`src/rtl/pc_fetch_unit.sv`:
```
// pc_fetch_unit: program-counter register and instruction-fetch sequencer.
// Issues fetches at pc, advances by 4 on each accepted fetch, redirects on
// aligned branch targets (one bubble cycle), and flags misaligned targets.
module pc_fetch_unit #(
    parameter logic [31:0] RESET_PC = 32'h0000_0000
) (
    input  logic        clk,
    input  logic        rst_n,
    input  logic        stall,
    input  logic        branch_taken,
    input  logic [31:0] Branchtarget,
    input  logic        imem_ready,
    output logic        imem_req,
    output logic [31:0] imem_addr,
    output logic [31:0] pc,
    output logic [31:0] pc_plus4,
    output logic        fetch_valid,
    output logic        misalign_err,
    output logic [15:0] branch_count
);

    typedef enum logic [1:0] {
        S_IDLE   = 2'd0,
        S_FETCH  = 2'd1,
        S_WAIT   = 2'd2,
        S_BUBBLE = 2'd3
    } state_e;

    state_e      state_q, state_d;
    logic [31:0] pc_q, pc_d;
    logic [31:0] pc_plus4_q, pc_plus4_d;
    logic        fetch_valid_q, fetch_valid_d;
    logic        misalign_q, misalign_d;
    logic [15:0] branch_count_q, branch_count_d;

    logic        target_aligned_s;
    logic        redirect_s;
    logic        bad_target_s;
    logic [31:0] pc_inc_s;

    // Saturating increment for the redirect counter.
    function automatic logic [15:0] sat_inc16(input logic [15:0] v);
        if (v == 16'hFFFF) begin
            return 16'hFFFF;
        end else begin
            return v + 16'd1;
        end
    endfunction

    assign target_aligned_s = (Branchtarget[1:0] == 2'b00);
    // Branches are only honoured once the sequencer has left IDLE.
    assign redirect_s       = branch_taken && target_aligned_s && (state_q != S_IDLE);
    assign bad_target_s     = branch_taken && !target_aligned_s && (state_q != S_IDLE);
    assign pc_inc_s         = pc_q + 32'd4;

    // Next-state and next-register computation; redirect outranks stall and ready.
    always_comb begin
        state_d        = state_q;
        pc_d           = pc_q;
        pc_plus4_d     = pc_plus4_q;
        fetch_valid_d  = 1'b0;
        misalign_d     = misalign_q | bad_target_s;
        branch_count_d = branch_count_q;

        if (redirect_s) begin
            // Any fetch in flight this cycle is discarded.
            pc_d           = Branchtarget;
            branch_count_d = sat_inc16(branch_count_q);
            state_d        = S_BUBBLE;
        end else begin
            case (state_q)
                S_IDLE: begin
                    state_d = S_FETCH;
                end
                S_FETCH, S_WAIT: begin
                    if (stall) begin
                        state_d = state_q;
                    end else if (imem_ready) begin
                        pc_d          = pc_inc_s;
                        pc_plus4_d    = pc_inc_s;
                        fetch_valid_d = 1'b1;
                        state_d       = S_FETCH;
                    end else begin
                        state_d = S_WAIT;
                    end
                end
                S_BUBBLE: begin
                    if (stall) begin
                        state_d = S_BUBBLE;
                    end else begin
                        state_d = S_FETCH;
                    end
                end
                default: begin
                    state_d = S_IDLE;
                end
            endcase
        end
    end

    // State and datapath registers with synchronous active-low reset.
    always_ff @(posedge clk) begin
        if (!rst_n) begin
            state_q        <= S_IDLE;
            pc_q           <= RESET_PC;
            pc_plus4_q     <= RESET_PC + 32'd4;
            fetch_valid_q  <= 1'b0;
            misalign_q     <= 1'b0;
            branch_count_q <= 16'd0;
        end else begin
            state_q        <= state_d;
            pc_q           <= pc_d;
            pc_plus4_q     <= pc_plus4_d;
            fetch_valid_q  <= fetch_valid_d;
            misalign_q     <= misalign_d;
            branch_count_q <= branch_count_d;
        end
    end

    // Request is a pure decode of the state register, so no input reaches it.
    assign imem_req     = (state_q == S_FETCH) || (state_q == S_WAIT);
    assign imem_addr    = pc_q;
    assign pc           = pc_q;
    assign pc_plus4     = pc_plus4_q;
    assign fetch_valid  = fetch_valid_q;
    assign misalign_err = misalign_q;
    assign branch_count = branch_count_q;

endmodule

```
`config.mk`:
```
export PLATFORM = sky130hd
export DESIGN_NAME = pc_fetch_unit
export DESIGN_NICKNAME = d
export VERILOG_FILES = /design/src/rtl/pc_fetch_unit.sv
export SDC_FILE = /design/constraint.sdc
export NUM_CORES = 1
export LEC_CHECK = 0
export CAP_MARGIN = 20
export CORE_AREA = 4 4 123 125
export CTS_CLUSTER_SIZE = 14
export DETAILED_ROUTE_END_ITERATION = 8
export DIE_AREA = 0 0 127 129
export REMOVE_ABC_BUFFERS = 1
export SYNTH_ARGS = -nofsm -noshare
export SYNTH_HDL_FRONTEND = slang
export SYNTH_SLANG_ARGS = --single-unit
```
`constraint.sdc`:
```
create_clock -name clk -period 2.2 [get_ports clk]
set_input_delay 0.44 -clock clk [delete_from_list [all_inputs] [get_ports clk]]
set_output_delay 0.44 -clock clk [all_outputs]
set_load 0.02 [all_outputs]
```
# Word-level counts from Yosys, hierarchy flattened
# Index checks and enable logic that the tools add are counted.
[word_totals] register_bits=84 inputBits=37 output_inout_bits=115 elab_cells=45
[classes] n_addsub=2 n_eq_ne=6 mux=11 bitwise_logic=5 reduce_logical=15
[op_table] cell="32-bit two-way mux" count=4
[op_table] cell="32-bit by 3-bit adder with 32-bit output (second input constant)" count=1
[op_table] cell="16-bit by 1-bit adder with 16-bit output (second input constant)" count=1
[op_table] cell="16-bit == test (second input constant)" count=1
[op_table] cell="16-bit two-way mux" count=1
[op_table] cell="2-bit two-way mux" count=4
[op_table] cell="2-bit one-hot mux with 3 select lines" count=1
[op_table] cell="2-bit nonzero test" count=3
[op_table] cell="2-bit == test (second input constant)" count=2
[op_table] cell="1-bit logical AND" count=4
[op_table] cell="2-bit zero test" count=2
[op_table] cell="1-bit NOT" count=4
[op_table] cell="4-bit AND reduction" count=1
[op_table] cell="4-bit OR reduction" count=1
[op_table] cell="3-bit inequality test (second input constant)" count=1
[op_table] cell="3-bit AND reduction" count=1
[op_table] cell="2-bit by 1-bit == test with 1-bit output (second input constant)" count=1
[op_table] cell="2-bit by 1-bit inequality test with 1-bit output (second input constant)" count=1
[op_table] cell="2-bit OR reduction" count=1
[op_table] cell="1-bit zero test" count=1
[op_table] cell="1-bit logical OR" count=1
[op_table] cell="1-bit two-way mux" count=1
[op_table] cell="1-bit OR" count=1

# Depth between registers and ports, before layout
[logic_depth] word_depth=5 depth_mapped=8 ltp_nobuf=7

# Worst setup path after synthesis
# Ideal clock, no wire load.
[synth_path] path_kind="register to register" from="register state_q[1]" to="register pc_q[17] (netlist: imem_addr[17])" setup_ps=70 arrival_time_ps=2018 required_time_ps=2130 slack_ps=113 stages_incl_launch_ff=8 n_path_buf=0 path_cell_list="dfxtp_1 -> inv_1 -> ha_1 -> nand3b_2 -> nor3_1 -> nand4_1 -> xor2_1 -> a21oi_1"
[synth_via] elab_chain_cells=4 word_cells_on_any_way=10
[synth_lines] element="start, declared" line_no="29" source="state_e state_q, state_d;"
[synth_lines] element="start signal, assigned" line_no="111" source="state_q <= state_d;"
[synth_lines] element="2-bit by 1-bit == test with 1-bit output (tied with other cells)" line_no="71" source="case (state_q)"
[synth_lines] element="2-bit OR reduction or 1-bit logical AND (tied branches)" line_no="71, 52"
[synth_lines] element="2-bit nonzero test (no line) or 2-bit by 1-bit inequality test with 1-bit output (tied branches)"
[synth_lines] element="3-bit AND reduction (no line)"
[synth_lines] element="end signal, assigned" line_no="112" source="pc_q <= pc_d;"
[synth_lines] element="end, declared" line_no="30" source="logic [31:0] pc_q, pc_d;"
# Parallel ways exist; a longest one is shown, timed or not.
# A chain may end at the register's enable or synchronous reset.

# Worst setup path after layout
[layout_path] from="register state_q[0]" to="register branch_count_q[11] (netlist: branch_count[11])"
[layout_via] elab_chain_cells=2
[layout_lines] element="2-bit nonzero test" line_no="52" source="assign redirect_s = branch_taken && target_aligned_s && (state_q != S_IDLE);"
[layout_lines] element="1-bit logical AND" line_no="52"
[layout_lines] element="end signal, assigned" line_no="116" source="branch_count_q <= branch_count_d;"
[layout_lines] element="end, declared" line_no="34" source="logic [15:0] branch_count_q, branch_count_d;"
# No other way between the ends.

==> impl_results.md <==
- Max Cap Violations: 0
- Clk buf depth: 2
- Int Power: 2.850 mW
- Initial Util: 30.05%
- Largest cells by area after synthesis: dfxtp_1 (40%), xor2_1 (9.2%), o21ai_0 (6.5%), buf_4 (6.1%), nand2_1 (4.9%)
- Rel. slew slack: 67.42%
- Synthesis Warnings: 0
- Total negative slack: 0 ns
- Slew Limit Fails: 0
- Remaining antenna violation count after routing: 0
- Dpl ws: -0.2709 ns
- Leak Pwr: 2.219 nW
- Gate power share: 14.6%
- Hold Vio Cnt, Final: 0
- Initial DRC Count: 263
- Post-route clock period utilization: 95.62%
- Clock slew at reported path FFs: 0.06 ns
- CTS sink cnt: 84
- Layout cells sized above 1: 10.71%
- Synth async-reset ratio: 0%
- Core Region: 13880 µm²
- PwrDens: 608.3 nW/µm²
- CTS tree: yes
- Site Rows: 43
- Maximum VDD drop: 0.2625 mV
- Worst path arrival time: 2.38 ns
- Die Height: 129 µm
- Sequential share of power: 42.2%
- Placed inst area: 5901 µm²
- Synth Register Bits: 84
- Synth cell types: 44
- Crit path max fanout: 5
- Antenna violations before repair: 0
- Ys flop type: dfxtp_1
- Switching share of total power: 25.02%
- Clock power share: 43.2%
- Slowest stage delay, CP: 0.56 ns
- Die W: 127 µm
- RSZ-0062 raised after global routing: yes
- Status: complete, no violations
- Sw Pwr: 951.1 µW
- Post-synthesis sequential area ratio: 40.31%
- Mapped Avg Cell Area: 8.444 µm²
- Worst Path Buf+Inv: 1
- Cell count after synthesis: 494
- Worst-margin pin slew: 0.4870 ns
- Area grow syn2layout: 49.79%
- DR DRC count: 0
- Grt total ovfl: 0
- Final Worst Setup Slack: 0.09642 ns
- Nets: 680
- CP Launch Type: register
- Critical Path, Cell by Cell: inv_1, ha_1, or4b_4, nor4_4, nand3_1, xor2_1, a21oi_1
- Clk_lat worst skew: 0.35 ns
- Routed Wire Length: 13.11 mm
- DPL Wire Length: 9.685 mm
- Worst Path Required: 2.48 ns
- Root Buffer: clkbuf_16
- Final Setup Violations: 0
- Post-DR vias/cell: 4.879
- DRT Pass-1 Iters: 4
- Total power: 3.801 mW
- WS Path Type: reg2reg
- Global-route wire length before repair: 20.97 mm
- GP Congestion: 0.8143
- Cell family with most CP delay: simple AND/OR/NAND/NOR gates
- Largest net degree at the start of global routing: 52
- Crit-path slowest cell: or4b_4
- H-Tree Depth: 3
- HP Class: reg2reg
- Design area: 6248 µm²
- Tot GR Track Use: 15.94%
- IO Pins: 152
- Port buffer count: 151
- Yosys top cell by area: dfxtp_1
- Fmax: 475.4 MHz
- Synth top area share: 40.31%
- ANT cells: 0
- Min cycle time layout: 2.104 ns
- Number of global-route vias before repair: 4067
- Total number of vias: 4020
- Routed WL per cell: 15.91 µm
- Die area: 16380 µm²
- Clock skew: 0.005621 ns
- CTS Hold Bufs: 0
- Num CTS Buffers: 9
- Util after Layout: 45.02%
- EDFF count, synth: 0
- Mapped Area: 4172 µm²
- CP Capture Type: register
synth_stat cells (2+ instances only):
cell type	n
a211oi_1	4
a21oi_1	30
a22o_1	3
a22oi_1	6
a311oi_1	3
a31oi_1	6
and2_1	8
and3_1	6
and4_1	5
buf_2	7
buf_4	34
clkbuf_1	18
dfxtp_1	84
ha_1	4
inv_1	6
nand2_1	54
nand3_1	23
nand4_1	20
nor2_1	23
nor3_1	8
nor4_1	2
nor4_4	2
o21ai_0	54
o22ai_1	6
or3_1	3
xnor2_1	14
xor2_1	44
worst register-to-register path, delay by kind of cell (launching register included):
family / cells / cell delay (ns)
AND/OR/NAND/NOR: 3 / 1.10
adder cells (fa/ha/maj): 1 / 0.21
XOR/XNOR: 1 / 0.16
flip-flops: 1 / 0.35
buffers and inverters: 1 / 0.07
AO/OA/AOI/OAI: 1 / 0.15
final cells by class:
| class | count | area, µm² |
|---|---|---|
| clock buffers | 11 | 242.7 |
| clock inverters | 5 | 75.07 |
| fillers | 1401 | 7632 |
| inverters | 7 | 26.28 |
| multi-input cells | 343 | 2123 |
| flip-flops and latches | 84 | 1682 |
| well taps | 180 | 225.2 |
| repair buffers | 194 | 1874 |
state kept, by name, summed over array words and instances (netlist names):
name / flops
branch_count: 16
fetch_valid: 1
imem_addr: 32
misalign_err: 1
pc_plus4: 32
state_q: 2
layout by cell type, fill, tap and decap left out, types with 6 or more instances in the layout:
cell type        count
clkbuf_16            9
nand3_1             23
a21oi_1             30
clkdlybuf4s50_1    150
and2_1               8
xor2_1              44
xnor2_1             14
nor3_1               8
nor2_1              22
nand2_1             54
a31oi_1              6
o21ai_0             54
nand4_1             20
inv_1                6
buf_4               39
a22oi_1              6
dfxtp_1             84
o22ai_1              6
kinds of logic after synthesis:
kind of cell,share of synthesized area (%)
xor gates and xnor gates,12.18
muxes,0.2400
and+or+nand+nor,21.30
buffers and inverters,9.478
DFF,40.31
AOI/OAI and AO/OA,15.30
adders and majority gates,1.200
power by group through the flow:
| stage | sequential (mW) | clock, mW | combinational (mW) |
|---|---|---|---|
| 2_1_floorplan | 1.72 | 0 | 0.147 |
| 3_3_place_gp | 1.64 | 0 | 0.548 |
| 3_5_place_dp | 1.64 | 0 | 0.559 |
| 4_1_cts | 1.60 | 1.67 | 0.559 |
| 5_1_grt | 1.61 | 1.74 | 0.597 |
| 6_report | 1.60 | 1.64 | 0.553 |
metrics by stage:
step | cells | hold slack [ns]
floorplan | 434 | 0.5019
global placement | 807 | 0.4392
detailed placement | 807 | 0.4434
CTS | 823 | 0.4515
global route | 824 | 0.4769
finish | 824 | 0.4517
routing by layer:
layer / track usage, % / vias up / wire [µm]
li1: - / 1990 / -
met1: 19.24 / 1907 / 5646
met2: 28.39 / 110 / 6704
met3: 3.030 / 13 / 591
met4: 5.489 / 0 / 169
met5: 0 / - / 0
path summary, 6_finish.rpt:
check                from               end  slack [ns]  cells after the start
max reg2reg    state_q[0]  branch_count[11]         0.1                      7
max            state_q[0]  branch_count[11]         0.1                      7
min reg2reg  pc_plus4[24]      pc_plus4[24]        0.45                      2
min          pc_plus4[24]      pc_plus4[24]        0.45                      2
what timing repair did:
action | CTS | global route
resized for setup | 2 | 3
pin swaps | 0 | 2
endpoints found under the setup margin | 7 | 13
buffers inserted | 0 | 1
Note: power is estimated with default switching activity, not from simulation.
